### src/rtl/hwpe_cfg_master_if.sv
// Periph-bus port between the HWPE config master and the engine's control slave.
// Request channel is master-driven; grant and read response come back from the slave.
interface hwpe_cfg_master_if #(
    parameter int unsigned ID_WIDTH = 10
) ();
    logic                req;
    logic                gnt;
    logic [31:0]         add;
    logic                wen;
    logic [3:0]          be;
    logic [31:0]         data;
    logic [ID_WIDTH-1:0] id;
    logic [31:0]         r_data;
    logic                r_valid;
    logic [ID_WIDTH-1:0] r_id;

    modport master (
        output req, add, wen, be, data, id,
        input  gnt, r_data, r_valid, r_id
    );

    modport slave (
        input  req, add, wen, be, data, id,
        output gnt, r_data, r_valid, r_id
    );
endinterface

### src/rtl/hwpe_cfg_master.sv
// Periph-bus initiator: acquires an HWPE job context, writes the job registers,
// triggers the job and pulses done_o once the engine completion event arrives.
module hwpe_cfg_master #(
    parameter int unsigned N_JOB_REGS = 8,
    parameter int unsigned ID_WIDTH   = 10,
    parameter int unsigned MASTER_ID  = 0,
    parameter logic [31:0] BASE_ADDR  = 32'h0,
    parameter int unsigned BACKOFF    = 4
) (
    input  logic                       clk_i,
    input  logic                       rst_ni,
    input  logic                       start_i,
    input  logic [N_JOB_REGS-1:0][31:0] job_regs_i,
    input  logic                       evt_i,
    output logic                       busy_o,
    output logic                       done_o,
    output logic [7:0]                 job_id_o,
    hwpe_cfg_master_if.master          periph
);

    localparam int unsigned KW = (N_JOB_REGS > 1) ? $clog2(N_JOB_REGS) : 1;
    localparam int unsigned CW = (BACKOFF > 1) ? $clog2(BACKOFF) : 1;
    localparam logic [KW-1:0] K_LAST   = KW'(N_JOB_REGS - 1);
    localparam logic [CW-1:0] CNT_LAST = CW'(BACKOFF - 1);
    localparam logic [31:0] TRIG_ADDR = BASE_ADDR;
    localparam logic [31:0] ACQ_ADDR  = BASE_ADDR + 32'h4;
    localparam logic [31:0] REG_ADDR  = BASE_ADDR + 32'h40;

    typedef enum logic [2:0] {
        S_IDLE, S_ACQ_REQ, S_ACQ_WAIT, S_BACKOFF, S_WR, S_TRIG, S_WAIT_EVT, S_DONE
    } state_e;

    state_e                    state_q, state_d;
    logic [KW-1:0]             k_q, k_d;
    logic [CW-1:0]             cnt_q, cnt_d;
    logic [N_JOB_REGS-1:0][31:0] snap_q, snap_d;
    logic [7:0]                job_id_q, job_id_d;
    logic                      req_q, req_d;
    logic [31:0]               add_q, add_d;
    logic                      wen_q, wen_d;
    logic [3:0]                be_q, be_d;
    logic [31:0]               data_q, data_d;
    logic                      busy_q, busy_d;
    logic                      done_q, done_d;
    logic                      rsp_hit;
    logic                      unused_rdata;

    assign rsp_hit      = periph.r_valid && (periph.r_id == ID_WIDTH'(MASTER_ID));
    assign unused_rdata = ^periph.r_data[30:8];

    always_ff @(posedge clk_i) begin
        if (!rst_ni) begin
            state_q  <= S_IDLE;
            k_q      <= '0;
            cnt_q    <= '0;
            snap_q   <= '0;
            job_id_q <= '0;
            req_q    <= 1'b0;
            add_q    <= '0;
            wen_q    <= 1'b1;
            be_q     <= '0;
            data_q   <= '0;
            busy_q   <= 1'b0;
            done_q   <= 1'b0;
        end else begin
            state_q  <= state_d;
            k_q      <= k_d;
            cnt_q    <= cnt_d;
            snap_q   <= snap_d;
            job_id_q <= job_id_d;
            req_q    <= req_d;
            add_q    <= add_d;
            wen_q    <= wen_d;
            be_q     <= be_d;
            data_q   <= data_d;
            busy_q   <= busy_d;
            done_q   <= done_d;
        end
    end

    always_comb begin
        state_d  = state_q;
        k_d      = k_q;
        cnt_d    = cnt_q;
        snap_d   = snap_q;
        job_id_d = job_id_q;

        case (state_q)
            S_IDLE: begin
                if (start_i) begin
                    snap_d  = job_regs_i;
                    k_d     = '0;
                    state_d = S_ACQ_REQ;
                end
            end
            S_ACQ_REQ: begin
                if (periph.gnt) state_d = S_ACQ_WAIT;
            end
            S_ACQ_WAIT: begin
                // bit31 set means every context is taken; retry after a pause
                if (rsp_hit) begin
                    if (periph.r_data[31]) begin
                        cnt_d   = '0;
                        state_d = S_BACKOFF;
                    end else begin
                        job_id_d = periph.r_data[7:0];
                        state_d  = S_WR;
                    end
                end
            end
            S_BACKOFF: begin
                if (cnt_q == CNT_LAST) state_d = S_ACQ_REQ;
                else                   cnt_d   = cnt_q + CW'(1);
            end
            S_WR: begin
                if (periph.gnt) begin
                    if (k_q == K_LAST) state_d = S_TRIG;
                    else               k_d     = k_q + KW'(1);
                end
            end
            S_TRIG: begin
                if (periph.gnt) state_d = S_WAIT_EVT;
            end
            S_WAIT_EVT: begin
                if (evt_i) state_d = S_DONE;
            end
            S_DONE:  state_d = S_IDLE;
            default: state_d = S_IDLE;
        endcase
    end

    // Bus outputs are registered from the next state so they hold steady until grant.
    always_comb begin
        req_d  = 1'b0;
        add_d  = '0;
        wen_d  = 1'b1;
        be_d   = '0;
        data_d = '0;

        case (state_d)
            S_ACQ_REQ: begin
                req_d = 1'b1;
                add_d = ACQ_ADDR;
                be_d  = 4'hF;
            end
            S_WR: begin
                req_d  = 1'b1;
                add_d  = REG_ADDR + (32'(k_d) << 2);
                wen_d  = 1'b0;
                be_d   = 4'hF;
                data_d = snap_d[k_d];
            end
            S_TRIG: begin
                req_d = 1'b1;
                add_d = TRIG_ADDR;
                wen_d = 1'b0;
                be_d  = 4'hF;
            end
            default: ;
        endcase

        busy_d = (state_d != S_IDLE);
        done_d = (state_d == S_DONE);
    end

    assign periph.req  = req_q;
    assign periph.add  = add_q;
    assign periph.wen  = wen_q;
    assign periph.be   = be_q;
    assign periph.data = data_q;
    assign periph.id   = ID_WIDTH'(MASTER_ID);
    assign busy_o      = busy_q;
    assign done_o      = done_q;
    assign job_id_o    = job_id_q;

endmodule
### src/flat_wrapper.sv
// flat-port wrapper written by rule: the top's interface ports become plain ports
module hwpe_cfg_master_flat 
#(
    parameter int unsigned N_JOB_REGS = 8,
    parameter int unsigned ID_WIDTH   = 10,
    parameter int unsigned MASTER_ID  = 0,
    parameter logic [31:0] BASE_ADDR  = 32'h0,
    parameter int unsigned BACKOFF    = 4
)
  (clk_i, rst_ni, start_i, job_regs_i, evt_i, busy_o, done_o, job_id_o, periph_req, periph_add, periph_wen, periph_be, periph_data, periph_id, periph_gnt, periph_r_data, periph_r_valid, periph_r_id);
  hwpe_cfg_master_if #(.ID_WIDTH(ID_WIDTH)) periph_i ();
  input  logic clk_i;
  input  logic rst_ni;
  input  logic start_i;
  input  logic [N_JOB_REGS-1:0][31:0] job_regs_i;
  input  logic evt_i;
  output logic busy_o;
  output logic done_o;
  output logic [7:0] job_id_o;
  output wire logic [$bits(periph_i.req)-1:0] periph_req;
  output wire logic [$bits(periph_i.add)-1:0] periph_add;
  output wire logic [$bits(periph_i.wen)-1:0] periph_wen;
  output wire logic [$bits(periph_i.be)-1:0] periph_be;
  output wire logic [$bits(periph_i.data)-1:0] periph_data;
  output wire logic [$bits(periph_i.id)-1:0] periph_id;
  input wire logic [$bits(periph_i.gnt)-1:0] periph_gnt;
  input wire logic [$bits(periph_i.r_data)-1:0] periph_r_data;
  input wire logic [$bits(periph_i.r_valid)-1:0] periph_r_valid;
  input wire logic [$bits(periph_i.r_id)-1:0] periph_r_id;
  assign periph_req = periph_i.req;
  assign periph_add = periph_i.add;
  assign periph_wen = periph_i.wen;
  assign periph_be = periph_i.be;
  assign periph_data = periph_i.data;
  assign periph_id = periph_i.id;
  assign periph_i.gnt = periph_gnt;
  assign periph_i.r_data = periph_r_data;
  assign periph_i.r_valid = periph_r_valid;
  assign periph_i.r_id = periph_r_id;
  hwpe_cfg_master #(.N_JOB_REGS(N_JOB_REGS), .ID_WIDTH(ID_WIDTH), .MASTER_ID(MASTER_ID), .BASE_ADDR(BASE_ADDR), .BACKOFF(BACKOFF)) u_core (.clk_i(clk_i), .rst_ni(rst_ni), .start_i(start_i), .job_regs_i(job_regs_i), .evt_i(evt_i), .busy_o(busy_o), .done_o(done_o), .job_id_o(job_id_o), .periph(periph_i));
endmodule
### config.mk
export PLATFORM = sky130hd
export DESIGN_NAME = hwpe_cfg_master_flat
export DESIGN_NICKNAME = d
export VERILOG_FILES = /design/src/rtl/hwpe_cfg_master_if.sv /design/src/rtl/hwpe_cfg_master.sv /design/src/flat_wrapper.sv
export SDC_FILE = /design/constraint.sdc
export NUM_CORES = 1
export LEC_CHECK = 0
export CORE_MARGIN = 4
export CORE_UTILIZATION = 45
export DETAILED_ROUTE_END_ITERATION = 16
export PLACE_DENSITY = 0.77
export SYNTH_ARGS = -nofsm -noshare
export SYNTH_HDL_FRONTEND = slang
export SYNTH_SLANG_ARGS = --single-unit
### constraint.sdc
create_clock -name clk_i -period 2.3 [get_ports clk_i]
set_input_delay 0.575 -clock clk_i [delete_from_list [all_inputs] [get_ports clk_i]]
set_output_delay 0.575 -clock clk_i [all_outputs]
set_load 0.02 [all_outputs]
==> metrics.md, run 1 <==
| Metric | Value |
|---|---|
| Status | `finished with violations` |
| Failing checks | `negative setup slack` |
| Vias in the first global route | `between 15000 and 20000` |
| Worst R2R End | `u_core.periph.data[21]$_SDFF_PN0_` |
| Synth top area share | `40.40%` |
| Final WL | `between 50000 and 60000 µm` |
| Post-route setup slack | `-0.05192 ns` |
| Initial antenna violation count | `1` |
| Worst-margin pin slew | `0.6926 ns` |
| Avg Synthesized Cell Area | `7.461 µm²` |
| GRT Util Overall | `28.73%` |
| I/O Buffers | `approximately 330` |
| VDD IR max | `slightly below 0.0005 V` |
| CTS tree | `done` |
| Vias per cell | `about 5.9` |
| First-pass DRT Iterations | `8` |
| Power Density | `640.2 nW/µm²` |
| Final hold vios | `0` |
| Design Area, Final | `approximately 22000 µm²` |
| Reg2Reg Launch Point | `u_core.state_q[0]$_SDFF_PN0_` |
| CP Data Required Time | `approximately 2.8 ns` |
| Boundary Pins | `394` |
| Most frequent cell after synthesis | `nand2_1` |
| Top cells by count, synth | `nand2_1 (538), a21oi_1 (344), dfxtp_1 (312)` |
| Top cells by area, synth | `dfxtp_1 (40%), nand2_1 (13%), a21oi_1 (11%)` |
| Iter 0 DRT Violations | `between 1500 and 2000` |
| Hold_sp | `u_core.job_id_o[3]$_SDFFE_PN0P_` |
| Overall power | `roughly 14 mW` |
| CTS Buf Count | `35` |
| Clock root cell | `clkbuf_16` |
| Max_cap viols | `0` |
| Gp weighted congestion | `~0.9` |
| CTS Hold Bufs | `0` |
| Worst hold path depth | `2` |
| Core Footprint | `approximately 34000 µm²` |
| H-tree levels | `2` |
| Worst path arrival time | `roughly 2.8 ns` |
| Placed Area | `19680 µm²` |
| Number of synthesized flops with an enable pin | `0` |
| Max Root-Sink Buffers | `3` |
| Clock sinks | `roughly 310` |
| Reg2reg path depth | `10` |
| Global route overflow | `0` |
| Worst Setup End Kind | `flip-flop` |
| Die width | `193.3 µm` |
| Max FO, Critical Path | `7` |
| Netlist Area Pre-Place | `roughly 15000 µm²` |
| Leakage | `about 8.0 nW` |
| Die area | `between 30000 and 40000 µm²` |
| Fill cells | `between 2000 and 3000` |
| WS Path Type | `reg -> reg` |
| Net count, final | `roughly 2700` |
| RSZ-0062 raised after global routing | `true` |
| Clk slew on worst S/H paths | `approximately 0.06 ns` |
| Worst skew pair latency | `roughly 0.52 ns` |
| Cells after Synth | `between 2000 and 2500` |
| Antenna fix cells | `0` |
| Vias post-DR | `roughly 17000` |
| Post-synth top flop | `dfxtp_1` |
| Period minus WS final | `2.352 ns` |
| Largest net degree at the start of global routing | `137` |
| Initial Util | `45.87%` |
| Register-to-register setup slack | `-0.05 ns` |
| Crit share post-route | `102.3%` |
| Max-slew violation count | `0` |
| Hold EP | `u_core.job_id_o[3]$_SDFFE_PN0P_` |
| Synth async-reset ratio | `0%` |
| Final HPWL from detailed placement | `~40000 µm` |
| Relative slew margins | `a little over half` |
| Synth unique cells | `56` |
| Hold Crit Class | `reg -> reg` |
| Row count | `67` |
| Share of layout cells above drive strength 1 | `12.00%` |
| Yosys reg bits | `roughly 310` |
| Sequential fraction of the synthesis area | `around two fifths` |
| Setup WS pre-CTS | `-0.9862 ns` |
| Die height | `just under 200 µm` |
| First-pass GRT wire length | `roughly 88000 µm` |
| Multi-input gate area | `8497 µm²` |
| Final Setup Violations | `22` |
| ANT nets after route | `0` |
| Area Growth Syn to Fin | `40.42%` |
| Cell taking the most area after synthesis | `dfxtp_1` |
| Per-cell routed wire length | `roughly 20 µm` |
| Register area | `6254 µm²` |
| CP Launch Type | `flip-flop` |
| Yosys warns | `0` |
| Max Clk Rate | `425.2 MHz` |
| Worst clock skew | `roughly 0.015 ns` |
| DRC | `0` |
-- cell usage in the layout, fill, tap and decap left out, types with 15 or more instances in the layout --
master           instances
a211o_1                 31
buf_12                  38
o221ai_1                55
nand2_1                536
a32o_1                  28
o21ai_0                111
nor2_1                  40
clkbuf_16               42
buf_6                   15
conb_1                  38
a21oi_1                343
buf_4                   98
dfxtp_1                308
clkdlybuf4s50_1        319
o21ai_1                 35
o22ai_1                 56
nor3_1                  62
nand3_1                 33
o31a_1                  27
mux2i_1                 35
o211ai_1                31
-- cells by family (layout without fill, tap and decap cells) --
family          after synthesis  after routing  share of synthesized area (%)
buf+inv                     252            557                          7.940
mux                          39             39                          2.533
other cells                   1             38                        0.02426
flops                       312            312                          40.40
xor+xnor                      1              1                        0.05667
simple gates                707            709                          19.06
compound gates              758            758                          29.82
fa+ha+maj                     2              2                         0.1619
-- worst max path at each step --
stage / start / endpoint / slack (ns)
final: u_core.state_q[0]$_SDFF_PN0_ / u_core.periph.data[21]$_SDFF_PN0_ / -0.05
after global routing: u_core.state_q[1]$_SDFF_PN0_ / u_core.periph.data[18]$_SDFF_PN0_ / -0.08
after CTS: u_core.state_q[2]$_SDFF_PN0_ / u_core.periph.data[9]$_SDFF_PN0_ / -0.002
after detailed placement: periph_r_id[1] / u_core.periph.data[28]$_SDFF_PN0_ / -0.99
after global placement: periph_r_id[1] / u_core.periph.data[28]$_SDFF_PN0_ / -0.98
after floorplan: periph_r_id[5] / u_core.periph.data[29]$_SDFF_PN0_ / -0.008
-- critical path, cell delays in order, from the launching register on --
cell and delay [ns]:
dfxtp_2 0.32, or3b_4 0.41, nor4_4 0.34, buf_4 0.17, a22o_4 0.10, nand4bb_1 0.13, buf_6 0.17, buf_12 0.15
nor2_4 0.16, clkbuf_16 0.18, a32o_1 0.15
-- registers in the layout (all words and copies together), names as in the netlist --
name	cells
u_core.job_id_o	8
u_core.cnt_q	2
u_core.busy_o	1
u_core.periph.data	32
u_core.k_q	3
u_core.state_q	3
u_core.periph.add	4
u_core.snap_q	256
u_core.periph.wen	1
u_core.periph.be	1
u_core.done_o	1
-- final cells by class --
cell class / count / area share (%)
multi-input combinational: 1547 / 39.14
inverter: 4 / 0.1038
clock buffer: 48 / 4.680
tap: 448 / 2.582
timing repair buffer: 493 / 23.86
sequential: 312 / 28.81
clock inverter: 12 / 0.8243
-- through the flow --
step / cells / setup TNS (ns) / hold slack (ns) / util (%)
2_1_floorplan: 2109 / -0.2601 / 0.4357 / -
3_3_place_gp: 2773 / -52.22 / 0.4393 / 58.40
3_5_place_dp: 2773 / -57.35 / 0.4453 / 58.40
4_1_cts: 2854 / -0.002565 / 0.4528 / 63.12
5_1_grt: 2864 / -1.337 / 0.4768 / 64.41
6_report: 2864 / -0.4659 / 0.4533 / 64.41
-- timing repair --
item / in CTS / in global routing
buffers inserted: 16 / 8
resized for setup: 72 / 81
endpoints found under the hold margin: 0 / 0
pin swaps: 21 / 45
setup endpoints to repair: 34 / 32
gates cloned: 5 / 6
-- report_power, final --
part           internal (mW)  switching [mW]  leakage [nW]
logic                  0.970            1.09          4.88
registers               5.72           0.267          2.56
clock network           3.55            2.30         0.592
-- routing by layer --
metal	global-route usage [%]	wire, µm	vias to the layer above
li1	-	-	7939
met1	38.66	23480	7958
met2	44.53	26480	923
met3	6.401	5730	147
met4	12.59	2924	2
met5	0	12	-
Note: power is estimated with default switching activity, not from simulation.
==> inputs of run 2 (changes only) <==
--- a/config.mk
+++ b/config.mk
@@ -6,9 +6,10 @@
 export NUM_CORES = 1
 export LEC_CHECK = 0
 export CORE_MARGIN = 4
-export CORE_UTILIZATION = 45
+export CORE_UTILIZATION = 54
 export DETAILED_ROUTE_END_ITERATION = 16
-export PLACE_DENSITY = 0.77
+export PLACE_DENSITY = 0.87
+export SKIP_CTS_REPAIR_TIMING = 1
 export SYNTH_ARGS = -nofsm -noshare
 export SYNTH_HDL_FRONTEND = slang
 export SYNTH_SLANG_ARGS = --single-unit
==> constraint.sdc (replaced) <==
create_clock -name clk_i -period 2.89 [get_ports clk_i]
set_input_delay 0.7225 -clock clk_i [delete_from_list [all_inputs] [get_ports clk_i]]
set_output_delay 0.7225 -clock clk_i [all_outputs]
set_load 0.02 [all_outputs]
==> metrics.md, run 2 (synthesized netlist as in run 1, its figures left out) <==
| Metric | Value |
|---|---|
| First-pass DRT Iterations | `6` |
| Final Setup Violations | `0` |
| Post-route setup slack | `about 0.20 ns` |
| Final WL | `approximately 54000 µm` |
| Worst path most repeated cell | `buf_4` |
| Period minus WS final | `~2.7 ns` |
| DRC | `0` |
| Max FO, Critical Path | `8` |
| Crit share post-route | `between 90 and 100%` |
| Final core occ | `73.36%` |
| Delay-heaviest family, CP | `simple AND/OR/NAND/NOR gates` |
| Max-slew violation count | `0` |
| Clk slew on worst S/H paths | `about 0.06 ns` |
| CTS tree | `done` |
| Iter 0 DRT Violations | `2286` |
| Power Density | `approximately 520 nW/µm²` |
| Top reg by flops | `u_core.snap_q` |
| Final hold vios | `0` |
| Share of layout cells above drive strength 1 | `~8.2%` |
| Placed Area | `between 15000 and 20000 µm²` |
| CTS Buf Count | `34` |
| GRT Util Overall | `about a third` |
| RSZ-0062 raised after global routing | `false` |
| CP Launch Type | `input pin` |
| Commonest non-fill, non-tap cell in the layout | `nand2_1` |
| Area Growth Syn to Fin | `32.92%` |
| WS Path Type | `in -> reg` |
| Most frequent cells in the layout | `nand2_1 (537), a21oi_1 (344), clkdlybuf4s50_1 (332)` |
| CP Data Required Time | `roughly 3.3 ns` |
| Max_cap viols | `0` |
| Leakage | `7.520 nW` |
| Max Clk Rate | `371.2 MHz` |
| First-pass GRT wire length | `82140 µm` |
| Max Root-Sink Buffers | `3` |
| Row count | `61` |
| Boundary Pins | `approximately 390` |
| Relative slew margins | `a little under half` |
| Setup_tns | `0 ns` |
| Status | `finished clean` |
| I/O Buffers | `approximately 330` |
| VDD IR max | `0.0003748 V` |
| Critical path, cell by cell | `clkdlybuf4s50_1, or4_4, nor4_2, buf_4, o21ai_1, nand4bb_1, buf_12, nor4b_2, buf_4, a31o_1` |
| Net count, final | `~2600` |
| Per-cell routed wire length | `~20 µm` |
| Slowest-stage cell, CP | `or4_4` |
| Gp weighted congestion | `about 0.92` |
| Worst Setup End Kind | `flip-flop` |
| CP peak stage delay | `0.57 ns` |
| Largest net degree at the start of global routing | `~130` |
| Initial Util | `55.19%` |
| Vias in the first global route | `15530` |
| Worst-margin pin slew | `approximately 0.8 ns` |
| Clock sinks | `~310` |
| Final HPWL from detailed placement | `about 38000 µm` |
| Buf/Inv on CP | `4` |
| Die area | `31400 µm²` |
| Design Area, Final | `~21000 µm²` |
| Max FFs per register | `approximately 260` |
| Clock root cell | `clkbuf_16` |
| Die height | `about 180 µm` |
| H-tree levels | `2` |
| Overall power | `around 11 mW` |
| Core Footprint | `between 20000 and 30000 µm²` |
| Hold Crit Class | `reg -> reg` |
| Worst clock skew | `0.01569 ns` |
| Global route overflow | `0` |
| ANT nets after route | `0` |
| Worst path arrival time | `around 3.1 ns` |
| Vias post-DR | `~17000` |
| Worst skew pair latency | `a little over 0.5 ns` |
| Die width | `roughly 180 µm` |
| Initial antenna violation count | `4` |
| Setup WS pre-CTS | `-0.4041 ns` |
| Vias per cell | `just over 6` |
## run 2: changes by cell type in the layout (fill, tap and decap cells not counted), moves of 4 or more
cell             delta
clkdlybuf4s50_1    +13
o221ai_2            -7
buf_12             -14
o22ai_1             +7
dlygate4sd2_1       -8
buf_8               -4
buf_4               -9
o21ai_0            +48
o21ai_2            -14
clkbuf_16           -7
o22ai_2             -5
buf_6              -15
o21ai_1            -34
o221ai_1            +7
## run 2: area by class of cell
type                       instances  area (µm²)
multi-input combinational       1545        8192
fill                            2133        7463
sequential                       312        6250
timing repair buffer             445        4472
clock buffer                      46       987.2
tap                              378       473.0
clock inverter                    13       146.4
inverter                           4       22.52
antenna                            2       5.005
## run 2: where the power goes
| group | leakage [nW] | switching, mW | total, mW | internal, mW |
|---|---|---|---|---|
| sequential | 2.55 | 0.209 | 4.76 | 4.56 |
| combinational | 4.40 | 0.827 | 1.56 | 0.734 |
| clock | 0.565 | 1.74 | 4.40 | 2.66 |
| total | 7.52 | 2.78 | 10.7 | 7.95 |
## run 2: metrics by stage
step                      std cells  hold slack (ns)
final                          2745           0.4522
after global routing           2744           0.4666
after global placement         2684           0.4375
after floorplan                2109           0.4357
after CTS                      2743           0.4526
after detailed placement       2684           0.4449
## run 2: layer usage
| layer | vias to the layer above | global-route usage [%] | wire length [µm] |
|---|---|---|---|
| li1 | 7828 | - | - |
| met1 | 7815 | 42.45 | 20700 |
| met2 | 1037 | 52.63 | 24570 |
| met3 | 152 | 5.490 | 6147 |
| met4 | 4 | 14.31 | 2667 |
| met5 | - | 0 | 24 |
## run 2: worst register-to-register path: stages, from the launching register on
cell and delay, ns:
dfxtp_4 0.37, buf_4 0.61, buf_4 0.73, o21ai_0 0.25, a211o_1 0.36, a32o_1 0.25
## run 2: path summary, 6_finish.rpt
| path | from | to | slack, ns | depth (start not counted) |
|---|---|---|---|---|
| max | periph_r_id[1] | u_core.periph.data[9]$_SDFF_PN0_ | 0.20 | 10 |
| max reg2reg | u_core.k_q[0]$_SDFF_PN0_ | u_core.periph.data[4]$_SDFF_PN0_ | 0.22 | 5 |
| min reg2reg | u_core.job_id_o[7]$_SDFFE_PN0P_ | u_core.job_id_o[7]$_SDFFE_PN0P_ | 0.45 | 2 |
| min | u_core.job_id_o[7]$_SDFFE_PN0P_ | u_core.job_id_o[7]$_SDFFE_PN0P_ | 0.45 | 2 |
